==> src/rtl/mem_access_if.sv <==
// Data-memory bus between the memory-access stage and the data memory.
//   dmem_req   : access request, held until dmem_ack
//   dmem_we    : 1 = write, 0 = read
//   dmem_adr   : word address (byte address [31:2])
//   dmem_be    : byte enables
//   dmem_wdata : write data, lane-replicated for sub-word stores
//   dmem_ack   : access complete; dmem_rdata valid in the same cycle
//   dmem_rdata : read word
interface mem_access_if;
    logic        dmem_req;
    logic        dmem_we;
    logic [29:0] dmem_adr;
    logic [3:0]  dmem_be;
    logic [31:0] dmem_wdata;
    logic        dmem_ack;
    logic [31:0] dmem_rdata;

    modport master (
        output dmem_req, dmem_we, dmem_adr, dmem_be, dmem_wdata,
        input  dmem_ack, dmem_rdata
    );

    modport slave (
        input  dmem_req, dmem_we, dmem_adr, dmem_be, dmem_wdata,
        output dmem_ack, dmem_rdata
    );
endinterface

==> src/rtl/mem_access.sv <==
// Memory-access pipeline stage. Issues loads/stores on the data-memory bus,
// stalls the upstream stage until the access completes, and registers the
// writeback result. Misaligned/illegal accesses and bus timeouts raise a
// one-cycle exception pulse instead of writing back.
//   clk, rst          : clock, synchronous active-high reset
//   cmd_ld_ma/st_ma   : load / store command (both high = store)
//   wbk_rd_reg_ma     : instruction writes rd
//   rd_adr_ma         : destination register
//   rd_data_ma        : effective address for ld/st, else writeback value
//   st_data_ma        : store source data
//   ldst_code_ma      : funct3 access size/signedness
//   dmem              : data-memory bus (master side)
//   stall_ma          : upstream must hold its inputs
//   *_wb              : registered writeback
//   ma_exception      : one-cycle exception pulse with code and address
module mem_access (
    input  logic         clk,
    input  logic         rst,
    input  logic         cmd_ld_ma,
    input  logic         cmd_st_ma,
    input  logic         wbk_rd_reg_ma,
    input  logic [4:0]   rd_adr_ma,
    input  logic [31:0]  rd_data_ma,
    input  logic [31:0]  st_data_ma,
    input  logic [2:0]   ldst_code_ma,
    mem_access_if.master dmem,
    output logic         stall_ma,
    output logic         wbk_rd_reg_wb,
    output logic [4:0]   rd_adr_wb,
    output logic [31:0]  rd_data_wb,
    output logic         ma_exception,
    output logic [3:0]   ma_exc_code,
    output logic [31:0]  ma_exc_adr
);

    typedef enum logic {IDLE, BUSY} state_t;

    state_t      state_q, state_d;
    logic [31:0] adr_q, adr_d;
    logic [3:0]  be_q, be_d;
    logic [31:0] wdata_q, wdata_d;
    logic        we_q, we_d;
    logic [4:0]  rd_q, rd_d;
    logic        wbk_q, wbk_d;
    logic [2:0]  code_q, code_d;
    logic [7:0]  cnt_q, cnt_d;
    logic        wb_vld_q, wb_vld_d;
    logic [4:0]  wb_adr_q, wb_adr_d;
    logic [31:0] wb_data_q, wb_data_d;
    logic        exc_q, exc_d;
    logic [3:0]  exc_code_q, exc_code_d;
    logic [31:0] exc_adr_q, exc_adr_d;

    logic        is_st, is_ld, illegal, misaligned;
    logic [3:0]  be_new;
    logic [31:0] wdata_new;
    logic [31:0] rdata_sh, load_data;

    // A simultaneous load+store command is treated as a store.
    assign is_st = cmd_st_ma;
    assign is_ld = cmd_ld_ma & ~cmd_st_ma;

    assign illegal = is_st ? (ldst_code_ma[2] | (ldst_code_ma[1] & ldst_code_ma[0]))
                           : ((ldst_code_ma == 3'b011) || (ldst_code_ma[2:1] == 2'b11));

    assign misaligned = ((ldst_code_ma[1:0] == 2'b01) && rd_data_ma[0]) ||
                        ((ldst_code_ma[1:0] == 2'b10) && (rd_data_ma[1:0] != 2'b00));

    always_comb begin
        be_new    = 4'b1111;
        wdata_new = st_data_ma;
        case (ldst_code_ma[1:0])
            2'b00: begin
                be_new    = 4'b0001 << rd_data_ma[1:0];
                wdata_new = {4{st_data_ma[7:0]}};
            end
            2'b01: begin
                be_new    = 4'b0011 << rd_data_ma[1:0];
                wdata_new = {2{st_data_ma[15:0]}};
            end
            default: ;
        endcase
    end

    // Shift the addressed lane down to bit 0, then extend per access code.
    always_comb begin
        rdata_sh  = dmem.dmem_rdata >> {adr_q[1:0], 3'b000};
        load_data = dmem.dmem_rdata;
        case (code_q)
            3'b000:  load_data = {{24{rdata_sh[7]}}, rdata_sh[7:0]};
            3'b001:  load_data = {{16{rdata_sh[15]}}, rdata_sh[15:0]};
            3'b100:  load_data = {24'h000000, rdata_sh[7:0]};
            3'b101:  load_data = {16'h0000, rdata_sh[15:0]};
            default: load_data = dmem.dmem_rdata;
        endcase
    end

    always_comb begin
        state_d    = state_q;
        adr_d      = adr_q;
        be_d       = be_q;
        wdata_d    = wdata_q;
        we_d       = we_q;
        rd_d       = rd_q;
        wbk_d      = wbk_q;
        code_d     = code_q;
        cnt_d      = cnt_q;
        wb_vld_d   = 1'b0;
        wb_adr_d   = wb_adr_q;
        wb_data_d  = wb_data_q;
        exc_d      = 1'b0;
        exc_code_d = exc_code_q;
        exc_adr_d  = exc_adr_q;
        stall_ma   = 1'b0;

        case (state_q)
            IDLE: begin
                if (is_ld || is_st) begin
                    if (illegal || misaligned) begin
                        exc_d      = 1'b1;
                        exc_code_d = is_st ? 4'd6 : 4'd4;
                        exc_adr_d  = rd_data_ma;
                    end else begin
                        adr_d    = rd_data_ma;
                        be_d     = be_new;
                        wdata_d  = wdata_new;
                        we_d     = is_st;
                        rd_d     = rd_adr_ma;
                        wbk_d    = wbk_rd_reg_ma;
                        code_d   = ldst_code_ma;
                        cnt_d    = '0;
                        state_d  = BUSY;
                        stall_ma = 1'b1;
                    end
                end else begin
                    wb_vld_d  = wbk_rd_reg_ma;
                    wb_adr_d  = rd_adr_ma;
                    wb_data_d = rd_data_ma;
                end
            end
            BUSY: begin
                // Ack takes priority over an expiring timeout counter.
                if (dmem.dmem_ack) begin
                    state_d = IDLE;
                    if (!we_q) begin
                        wb_vld_d  = wbk_q;
                        wb_adr_d  = rd_q;
                        wb_data_d = load_data;
                    end
                end else if (cnt_q == 8'hFF) begin
                    state_d    = IDLE;
                    exc_d      = 1'b1;
                    exc_code_d = we_q ? 4'd7 : 4'd5;
                    exc_adr_d  = adr_q;
                end else begin
                    cnt_d    = cnt_q + 8'd1;
                    stall_ma = 1'b1;
                end
            end
            default: state_d = IDLE;
        endcase
    end

    always_ff @(posedge clk) begin
        if (rst) begin
            state_q    <= IDLE;
            adr_q      <= '0;
            be_q       <= '0;
            wdata_q    <= '0;
            we_q       <= 1'b0;
            rd_q       <= '0;
            wbk_q      <= 1'b0;
            code_q     <= '0;
            cnt_q      <= '0;
            wb_vld_q   <= 1'b0;
            wb_adr_q   <= '0;
            wb_data_q  <= '0;
            exc_q      <= 1'b0;
            exc_code_q <= '0;
            exc_adr_q  <= '0;
        end else begin
            state_q    <= state_d;
            adr_q      <= adr_d;
            be_q       <= be_d;
            wdata_q    <= wdata_d;
            we_q       <= we_d;
            rd_q       <= rd_d;
            wbk_q      <= wbk_d;
            code_q     <= code_d;
            cnt_q      <= cnt_d;
            wb_vld_q   <= wb_vld_d;
            wb_adr_q   <= wb_adr_d;
            wb_data_q  <= wb_data_d;
            exc_q      <= exc_d;
            exc_code_q <= exc_code_d;
            exc_adr_q  <= exc_adr_d;
        end
    end

    assign dmem.dmem_req   = (state_q == BUSY);
    assign dmem.dmem_we    = (state_q == BUSY) & we_q;
    assign dmem.dmem_be    = (state_q == BUSY) ? be_q : '0;
    assign dmem.dmem_adr   = adr_q[31:2];
    assign dmem.dmem_wdata = wdata_q;

    assign wbk_rd_reg_wb = wb_vld_q;
    assign rd_adr_wb     = wb_adr_q;
    assign rd_data_wb    = wb_data_q;
    assign ma_exception  = exc_q;
    assign ma_exc_code   = exc_code_q;
    assign ma_exc_adr    = exc_adr_q;

endmodule

==> src/flat_wrapper.sv <==
// flat-port wrapper written by rule: the top's interface ports become plain ports
module mem_access_flat 
  (clk, rst, cmd_ld_ma, cmd_st_ma, wbk_rd_reg_ma, rd_adr_ma, rd_data_ma, st_data_ma, ldst_code_ma, stall_ma, wbk_rd_reg_wb, rd_adr_wb, rd_data_wb, ma_exception, ma_exc_code, ma_exc_adr, dmem_dmem_req, dmem_dmem_we, dmem_dmem_adr, dmem_dmem_be, dmem_dmem_wdata, dmem_dmem_ack, dmem_dmem_rdata);
  mem_access_if dmem_i ();
  input  logic clk;
  input  logic rst;
  input  logic cmd_ld_ma;
  input  logic cmd_st_ma;
  input  logic wbk_rd_reg_ma;
  input  logic [4:0] rd_adr_ma;
  input  logic [31:0] rd_data_ma;
  input  logic [31:0] st_data_ma;
  input  logic [2:0] ldst_code_ma;
  output logic stall_ma;
  output logic wbk_rd_reg_wb;
  output logic [4:0] rd_adr_wb;
  output logic [31:0] rd_data_wb;
  output logic ma_exception;
  output logic [3:0] ma_exc_code;
  output logic [31:0] ma_exc_adr;
  output wire logic [$bits(dmem_i.dmem_req)-1:0] dmem_dmem_req;
  output wire logic [$bits(dmem_i.dmem_we)-1:0] dmem_dmem_we;
  output wire logic [$bits(dmem_i.dmem_adr)-1:0] dmem_dmem_adr;
  output wire logic [$bits(dmem_i.dmem_be)-1:0] dmem_dmem_be;
  output wire logic [$bits(dmem_i.dmem_wdata)-1:0] dmem_dmem_wdata;
  input wire logic [$bits(dmem_i.dmem_ack)-1:0] dmem_dmem_ack;
  input wire logic [$bits(dmem_i.dmem_rdata)-1:0] dmem_dmem_rdata;
  assign dmem_dmem_req = dmem_i.dmem_req;
  assign dmem_dmem_we = dmem_i.dmem_we;
  assign dmem_dmem_adr = dmem_i.dmem_adr;
  assign dmem_dmem_be = dmem_i.dmem_be;
  assign dmem_dmem_wdata = dmem_i.dmem_wdata;
  assign dmem_i.dmem_ack = dmem_dmem_ack;
  assign dmem_i.dmem_rdata = dmem_dmem_rdata;
  mem_access u_core (.clk(clk), .rst(rst), .cmd_ld_ma(cmd_ld_ma), .cmd_st_ma(cmd_st_ma), .wbk_rd_reg_ma(wbk_rd_reg_ma), .rd_adr_ma(rd_adr_ma), .rd_data_ma(rd_data_ma), .st_data_ma(st_data_ma), .ldst_code_ma(ldst_code_ma), .dmem(dmem_i), .stall_ma(stall_ma), .wbk_rd_reg_wb(wbk_rd_reg_wb), .rd_adr_wb(rd_adr_wb), .rd_data_wb(rd_data_wb), .ma_exception(ma_exception), .ma_exc_code(ma_exc_code), .ma_exc_adr(ma_exc_adr));
endmodule
==> config.mk <==
export PLATFORM = sky130hd
export DESIGN_NAME = mem_access_flat
export DESIGN_NICKNAME = d
export VERILOG_FILES = /design/src/rtl/mem_access_if.sv /design/src/rtl/mem_access.sv /design/src/flat_wrapper.sv
export SDC_FILE = /design/constraint.sdc
export NUM_CORES = 1
export LEC_CHECK = 0
export ABC_AREA = 1
export CORE_ASPECT_RATIO = 0.6
export CORE_MARGIN = 2
export CORE_UTILIZATION = 47
export CTS_CLUSTER_DIAMETER = 200
export CTS_CLUSTER_SIZE = 8
export DETAILED_ROUTE_END_ITERATION = 7
export PLACE_DENSITY = 0.78
export SYNTH_ARGS = -nofsm -noshare
export SYNTH_HDL_FRONTEND = slang
export SYNTH_SLANG_ARGS = --single-unit
export TNS_END_PERCENT = 1
==> constraint.sdc <==
create_clock -name clk -period 1.7 [get_ports clk]
set_input_delay 0.255 -clock clk [delete_from_list [all_inputs] [get_ports clk]]
set_output_delay 0.255 -clock clk [all_outputs]
set_load 0.05 [all_outputs]
# ---- Word level (Yosys, flattened, before mapping)
# Index checks and enable logic that the tools add are counted.
dict set report word_totals {
  regBits 162
  inputBits 110
  elab_cells 100
}
dict set report op_classes {
  n_addsub 1
  eq_ne 17
  shifts 3
  mux 44
  bitwise 7
  reduce_logical 13
}
# cell count
set op_table {}
lappend op_table {{$mux W32} 7}
lappend op_table {{$pmux W32 S2} 3}
lappend op_table {{$pmux W32 S4} 1}
lappend op_table {{$mux W8} 4}
lappend op_table {{$shr A32 B5 Y16} 1}
lappend op_table {{$mux W4} 5}
lappend op_table {{$pmux W4 S2} 2}
lappend op_table {{$pmux W8 S2} 1}
lappend op_table {{$mux W5} 3}
lappend op_table {{$ne A2 B2 Y1 const B} 7}
lappend op_table {{$mux W1} 12}
lappend op_table {{$pmux W5 S2} 1}
lappend op_table {{$add A8 B1 Y8 const B} 1}
lappend op_table {{$eq A8 B8 Y1 const B} 1}
lappend op_table {{$reduce_and A4 Y1} 2}
lappend op_table {{$eq A3 B3 Y1 const B} 2}
lappend op_table {{$pmux W1 S2} 3}
lappend op_table {{$reduce_and A3 Y1} 2}
lappend op_table {{$eq A2 B2 Y1 const B} 2}
lappend op_table {{$logic_or A1 B1 Y1} 4}
lappend op_table {{$mux W2} 2}
lappend op_table {{$ne A2 B1 Y1 const B} 2}
lappend op_table {{$shl A1 B2 Y4 const A} 1}
lappend op_table {{$shl A2 B2 Y4 const A} 1}
lappend op_table {{10 further kinds} 15}

# ---- Logic depth before layout (Yosys ltp)
# Gate-level depths: netlist of the first run.
dict set report logic_depth {
  word_depth 7
  depth_mapped 10
}

# ---- Worst setup path after synthesis of the first run
# No wires, ideal clock.
dict set report synth_timing {
  kind {reg-to-reg}
  from {reg u_core.state_q (netlist: u_core.dmem.dmem_req)}
  to {reg u_core.wb_data_q[11] (netlist: u_core.rd_data_wb[11])}
  setup_time_ns 0.070
  arrival_ns 1.873
  required_time_ns 1.630
  slack_ns -0.243
  stages_incl_launch_ff 8
  n_path_buf 1
  synth_period_minus_slack_ns 1.943
  path_cell_list {dfxtp_1 -> nand2_1 -> inv_1 -> nor3_4 -> inv_2 -> clkbuf_1 -> a21oi_1 -> a21oi_1}
}
dict set report synth_between {
  elab_chain_cells 3
}
# item line_no
set synth_rtl {}
lappend synth_rtl {{start, declared} mem_access.sv:38} ;# state_t state_q, state_d;
lappend synth_rtl {{start signal, assigned} mem_access.sv:182} ;# state_q <= state_d;
lappend synth_rtl {{$not A1 Y1 (no line)} --}
lappend synth_rtl {{$ne A2 B2 Y1 (no line)} --}
lappend synth_rtl {{$reduce_and A3 Y1 (no line)} --}
lappend synth_rtl {{end signal, assigned} mem_access.sv:193} ;# wb_data_q <= wb_data_d;
lappend synth_rtl {{end, declared} mem_access.sv:49} ;# logic [31:0] wb_data_q, wb_data_d;
# Several ways; a longest one is shown, not always the timed one.
# A chain may end at the register's enable or synchronous reset.

# ---- Worst setup path after layout of the first run
dict set report layout_timing {
  from {reg u_core.cnt_q[0]}
  to {out stall_ma}
}
dict set report layout_between {
  elab_chain_cells 4
}
# item line_no
set layout_rtl {}
lappend layout_rtl {{start, declared} mem_access.sv:46} ;# logic [7:0] cnt_q, cnt_d;
lappend layout_rtl {{start signal, assigned} mem_access.sv:190} ;# cnt_q <= cnt_d;
lappend layout_rtl {{$eq A8 B8 Y1} mem_access.sv:150} ;# end else if (cnt_q == 8'hFF) begin
lappend layout_rtl {{$mux W1} mem_access.sv:150}
lappend layout_rtl {{$mux W1} mem_access.sv:143} ;# if (dmem.dmem_ack) begin
lappend layout_rtl {{$pmux W1 S2} mem_access.sv:116} ;# case (state_q)
lappend layout_rtl {{end, declared} flat_wrapper.sv:14} ;# output logic stall_ma;
# No other way between the ends.

==> results of run 1 <==
==> tightest hold or removal path, delay by kind of cell <==
family          cells  cell delay, ns
buf+inv             1            0.39
compound gates      1            0.05
simple gates        1            0.06
==> kinds of logic after synthesis <==
logic type | count (synthesis) | share of synthesized area (%)
buf+inv | 196 | 12.19
flops | 161 | 39.61
compound gates | 325 | 20.20
fa+ha+maj | 1 | 0.1537
xor+xnor | 2 | 0.2153
simple gates | 505 | 27.58
other cells | 1 | 0.04608
==> power groups by stage <==
stage	combinational, mW	sequential (mW)	clock (mW)
after floorplan	1.59	5.21	0
final	3.78	4.33	3.87
after CTS	3.75	4.33	3.91
after global placement	3.66	4.40	0
after detailed placement	3.71	4.40	0
after global routing	4.04	4.36	4.08
==> path summary, 6_finish.rpt <==
path,from,endpoint,slack [ns],cells past startpoint
min reg2reg,u_core.rd_q[0],u_core.rd_q[0],0.47,2
min,st_data_ma[19],u_core.dmem.dmem_wdata[19],0.38,3
max reg2reg,u_core.dmem.dmem_req,u_core.we_q,0.07,6
max,u_core.cnt_q[0],stall_ma,-0.03,7
==> metrics by stage <==
| stage | power, mW | utilization (%) | TNS, ns | instance area, sq um |
|---|---|---|---|---|
| after floorplan | 6.800 | - | -0.7165 | 8143 |
| after global placement | 8.061 | 62.57 | -26.89 | 10660 |
| after detailed placement | 8.113 | 62.57 | -28.00 | 10660 |
| after CTS | 11.99 | 66.78 | -0.01093 | 11380 |
| after global routing | 12.48 | 66.98 | -0.06715 | 11410 |
| final | 11.99 | 66.98 | -0.02560 | 11410 |
==> synth_stat cells, types with 24 or more instances <==
| cell | count |
|---|---|
| a21oi_1 | 172 |
| buf_2 | 24 |
| buf_4 | 42 |
| clkbuf_1 | 38 |
| dfxtp_1 | 161 |
| inv_1 | 72 |
| nand2_1 | 272 |
| nand3_1 | 76 |
| nand3b_1 | 33 |
| nor2_1 | 93 |
| o21ai_0 | 144 |
==> flip-flops by register name, summed over array words and instances, names as in the netlist <==
register                cells
u_core.ma_exception         1
u_core.ma_exc_code          3
u_core.cnt_q                8
u_core.rd_adr_wb            5
u_core.rd_data_wb          32
u_core.dmem.dmem_req        1
u_core.code_q               3
u_core.rd_q                 5
u_core.we_q                 1
u_core.dmem.dmem_wdata     32
u_core.adr_q               32
u_core.wbk_q                1
u_core.be_q                 4
u_core.ma_exc_adr          32
u_core.wbk_rd_reg_wb        1
==> repair_timing <==
| action | in CTS | in global routing |
|---|---|---|
| cloned | 0 | 0 |
| setup endpoints to repair | 2 | 5 |
| pin swaps | 6 | 4 |
| resized for setup | 18 | 4 |
| setup buffers | 10 | 3 |
==> per-layer routing <==
| metal | vias up | GRT usage [%] |
|---|---|---|
| met4 | 0 | 6.903 |
| met2 | 450 | 43.71 |
| li1 | 4355 | - |
| met1 | 4210 | 47.82 |
| met5 | - | 0 |
| met3 | 35 | 6.724 |
==> layout make-up <==
class                      instances  share of cell area, %
sequential                       161                  28.36
clock inverter                    13                  1.228
multi-input combinational        834                  34.91
clock buffer                      19                  3.882
inverter                          79                  2.708
timing repair buffer             334                  26.35
tap                              234                  2.566
==> flow_metrics.tcl, run 1 <==
set metrics [dict create \
    avgSynthCellArea_sq_um 6.833 \
    synth_area_sq_mm 0.008138 \
    slew_headroom_pct 62.34 \
    cp.buffers_inverters 2 \
    routabilityCongestion 0.9612 \
    synth-main-ff-cell "dfxtp_1" \
    ctsLongestPathBuffers 2 \
    synthDominantCellAreaShare_pct 39.61 \
    endpoint_kind "output port" \
    grt_overflow_total 0 \
    drive_above_1_share_pct 20.76 \
    drt_iter0_markers 1013 \
    p_leak_nw 5.097 \
    firstDrtPassIters 5 \
    htree_levels 4 \
    critical_path_required_ns 1.44 \
    setup_slack_ns -0.02560 \
    final_cell_mix "269 x nand2_1, 206 x buf_4, 172 x a21oi_1" \
    clkPwrFrac_pct 32.3 \
    seqCellArea_sq_mm 0.003236 \
    critPathMaxFanout 2 \
    power_density_mw_per_mm2 1051 \
    netlist-cell-type-count 37 \
    die_area_sq_mm 0.01842 \
    timing.fmax_ghz 0.5795 \
    die_height_um 105.9 \
    cts_sinks 161 \
    p_sw_share_pct 37.08 \
    final_common_cell "nand2_1" \
    hold_class "input pin to register" \
    grt_max_degree 71 \
    ys_seq_area_share_pct 39.61 \
    ys_warn_count 0 \
    synth_edf_count 0 \
    critical_path_class "register to output port" \
    cp_data_arrival_time_ns 1.47 \
    dieWidth_um 173.9 \
    pwr-share-comb_pct 31.6 \
    diodes 0 \
    cts-buffers-inserted 17 \
    post-route-period-util_pct 101.5 \
    grtUsageTotal_pct 31.02 \
    dp_hpwl_mm 21.23 \
    fin_skew_ns 0.01101 \
    num_io_pins 254 \
    placed_cells_incl_taps 1629 \
    synthTopCellsByArea "dfxtp_1 40%, nand2_1 13%, a21oi_1 11%" \
    clkLatencyLatePin_ns 0.42 \
    place_ws_ns -0.2736 \
    grt_pass1_vias 8259 \
    syn_inst 1191 \
    pwr-share-seq_pct 36.1 \
    crit_chain "ha_4, nand3_4, inv_2, nand2_2, nand2_4, nand2_8, buf_12" \
    core_sq_mm 0.01704 \
    critPathLaunchType "register" \
    vdd.ir_drop.worst_mv 0.6660 \
    setup_viol 1 \
    instances_no_fill 1674 \
    wl_met2_mm 11.80 \
    final_nets 1538 \
    max_stage_delay_ns 0.37 \
    nFillCells 1462 \
    max-cap-violations 0 \
    holdWs_ns 0.3847 \
    start_util_pct 47.77 \
    antenna_found_initial 0 \
    async_flop_share_pct 0 \
    num_vias 9050 \
    wl_mm 28.93 \
    yosysTopAreaCell "dfxtp_1" \
    multi_input_area_sq_mm 0.003984 \
    p_int_mw 7.542 \
    viasPerCell 5.406 \
    worst_pin_slew_ns 0.5643 \
    area_growth_pct 40.22 \
    wl_per_cell_um 17.28 \
    drc 0 \
    drtAntennaViolNets 0 \
    cp_slowest_cell "dfxtp_4" \
    status "finished, violations left" \
    violations "negative setup slack" \
    final_max_slew_viol_count 0 \
    cts_root_buf "clkbuf_16" \
    topRoutingLayerUsed "met4" \
    wl_met3_mm 2.813 \
    wl_met1_mm 13.91 \
    path_delay_family "flip-flops" \
    finalCriticalPeriod_ns 1.726 \
    path_clk_slew_ns 0.07 \
    grt_pass1_wl_mm 44.99 \
    io_buffers 252 \
    ys_ff_latch 161 \
    cts-hold-fix-buffers 0 \
    rsz0062_at_grt "true" \
    p_switching_mw 4.445 \
    synth_fp_nets 1302 \
    rows 37 \
    hold_viol_final 0 \
    cts_tree "done" \
]
No activity file was read; power rests on OpenSTA's default activity.
==> run 2: changes to the inputs <==
==> constraint.sdc (replaced) <==
create_clock -name clk -period 1.7 [get_ports clk]
set_input_delay 0.34 -clock clk [delete_from_list [all_inputs] [get_ports clk]]
set_output_delay 0.34 -clock clk [all_outputs]
set_load 0.05 [all_outputs]
==> run 2 against run 1 <==
The flow still finishes with violations (negative setup slack). Global-route usage shrank 0.50 points. Non-clock buffer count grew 9. Sequential power is essentially flat. Sequential cell count is the same. First-iteration DRC count grew 10%. Setup slack lost 0.059 ns. Clock skew is essentially flat. Core utilization grew 1.2 points. Register-to-register slack lost 0.06 ns. Critical path depth is the same.
==> flow_metrics.tcl, run 2 (synthesis results as in run 1) <==
set metrics [dict create \
    status "finished, violations left" \
    violations "negative setup slack" \
    final_cell_mix "265 x nand2_1, 209 x buf_4, 165 x a21oi_1" \
    diodes 0 \
    p_sw_share_pct 36.24 \
    clkLatencyLatePin_ns 0.43 \
    cts-buffers-inserted 17 \
    drive_above_1_share_pct 22.57 \
    r2r_end "u_core.code_q[0]" \
    drtAntennaViolNets 0 \
    cts_sinks 161 \
    grtUsageTotal_pct 30.52 \
    placed_area_sq_mm 0.01079 \
    path_clk_slew_ns 0.07 \
    routabilityCongestion 0.9591 \
    grt_pass1_vias 7907 \
    timing.fmax_ghz 0.5605 \
    pwr-share-seq_pct 35.3 \
    critical_path_required_ns 1.36 \
    crit_path_frequent_cell "nand2_2" \
    critical_path_class "register to output port" \
    clkPwrFrac_pct 33.5 \
    antenna_found_initial 0 \
    p_switching_mw 4.453 \
    p_leak_nw 5.166 \
    hold_viol_final 0 \
    max-cap-violations 0 \
    dieWidth_um 173.9 \
    p_int_mw 7.835 \
    fin_skew_ns 0.01096 \
    cts-hold-fix-buffers 0 \
    final_nets 1547 \
    design_area_sq_mm 0.01162 \
    holdPathStages 2 \
    final_max_slew_viol_count 0 \
    power_density_mw_per_mm2 1057 \
    hp-start "u_core.be_q[1]" \
    critPathLaunchType "register" \
    ctsLongestPathBuffers 2 \
    htree_levels 4 \
    cp_data_arrival_time_ns 1.44 \
    die_area_sq_mm 0.01842 \
    holdWs_ns 0.4645 \
    cts_tree "done" \
    drt_iter0_markers 1119 \
    cp_slowest_cell "dfxtp_2" \
    start_util_pct 47.77 \
    grt_pass1_wl_mm 44.04 \
    grt_max_degree 63 \
    setup_viol 3 \
    drc 0 \
    slew_headroom_pct 65.18 \
    firstDrtPassIters 6 \
    rows 37 \
    rsz0062_at_grt "true" \
    finalCriticalPeriod_ns 1.784 \
    num_io_pins 254 \
    setup_slack_ns -0.08421 \
    endpoint_kind "output port" \
    wl_mm 28.75 \
    grt_overflow_total 0 \
    die_height_um 105.9 \
    area_growth_pct 42.82 \
    post-route-period-util_pct 105.0 \
    wl_per_cell_um 17.08 \
    core_sq_mm 0.01704 \
    crit_chain "ha_4, nand3_4, inv_2, nand2_2, nand2_2, nand2_4, buf_12" \
    worst_pin_slew_ns 0.5217 \
    hold_class "register to register" \
    final_common_cell "nand2_1" \
    r2r-start "u_core.dmem.dmem_req" \
    num_vias 9033 \
    hold_path_end "u_core.be_q[1]" \
    critPathMaxFanout 3 \
    place_ws_ns -0.3350 \
    reg2reg_depth 8 \
    vdd.ir_drop.worst_mv 0.7342 \
    max_stage_delay_ns 0.36 \
    final.setup.tns_ns -0.1462 \
    cts_root_buf "clkbuf_16" \
    reg2reg_slack_ns 0.01 \
    dp_hpwl_mm 20.90 \
    io_buffers 252 \
    pwr-share-comb_pct 31.2 \
    viasPerCell 5.367 \
    power_mw 12.29 \
]
[run 2: changes by cell type in the layout (fill, tap and decap cells not counted), moves of 3 or more]
| cell | delta |
|---|---|
| a21oi_1 | -7 |
| buf_12 | +4 |
| buf_4 | +3 |
| o21ai_0 | -11 |
| a21oi_2 | +6 |
| dlygate4sd2_1 | +4 |
| clkdlybuf4s50_1 | -4 |
| nand2_2 | +5 |
| inv_1 | -4 |
| o21ai_1 | +11 |
| dfxtp_2 | +5 |
| dfxtp_1 | -3 |
| nand2_1 | -4 |
[run 2: area by class of cell]
type                    count  area (sq um)
inverters                  79         325.3
clock inverters            14         192.7
repair buffers            343          3127
clock buffers              18         429.2
flip-flops and latches    161          3234
multi-input cells         834          4021
well taps                 234         292.8
fillers                  1470          5414
[run 2: metrics by stage]
stage | util, % | std cells
floorplan | - | 1191
global placement | 63.33 | 1638
detailed placement | 63.33 | 1638
CTS | 67.77 | 1681
global route | 68.22 | 1683
finish | 68.22 | 1683
[run 2: repair_timing]
action,CTS,global route
pin swaps,8,4
setup endpoints to repair,2,38
buffers inserted,11,2
resized for setup,26,29
endpoints found under the hold margin,0,0
[run 2: layer usage]
metal	track usage, %	wire length [um]	part of all wire (%)
met1	47.38	13720	48
met2	42.32	11770	41
met3	7.511	2907	10
met4	5.762	353	1.2
met5	0	0	0
[run 2: worst max path at each step]
stage                               startpoint                          to  slack, ns  cells past startpoint
after floorplan           u_core.dmem.dmem_req       u_core.rd_data_wb[11]      -0.03                      7
after global placement         ldst_code_ma[1]  u_core.dmem.dmem_wdata[14]      -0.27                     10
after detailed placement         rd_data_ma[1]        u_core.ma_exc_adr[7]      -0.34                     10
after CTS                      u_core.cnt_q[1]                    stall_ma      -0.08                      7
after global routing           u_core.cnt_q[1]                    stall_ma      -0.14                      7
final                          u_core.cnt_q[1]                    stall_ma      -0.08                      7
[run 2: critical path, delay by kind of cell, from the launching register on]
family	cells	cell delay, ns
flops	1	0.36
fa+ha+maj	1	0.15
buf+inv	2	0.22
simple gates	4	0.29
[run 2: power groups by stage]
stage	Clock [mW]	Sequential, mW	Combinational (mW)
6_report	4.12	4.34	3.83
5_1_grt	4.31	4.36	4.08
4_1_cts	4.15	4.33	3.77
3_5_place_dp	0	4.40	3.73
3_3_place_gp	0	4.40	3.69
2_1_floorplan	0	5.21	1.59
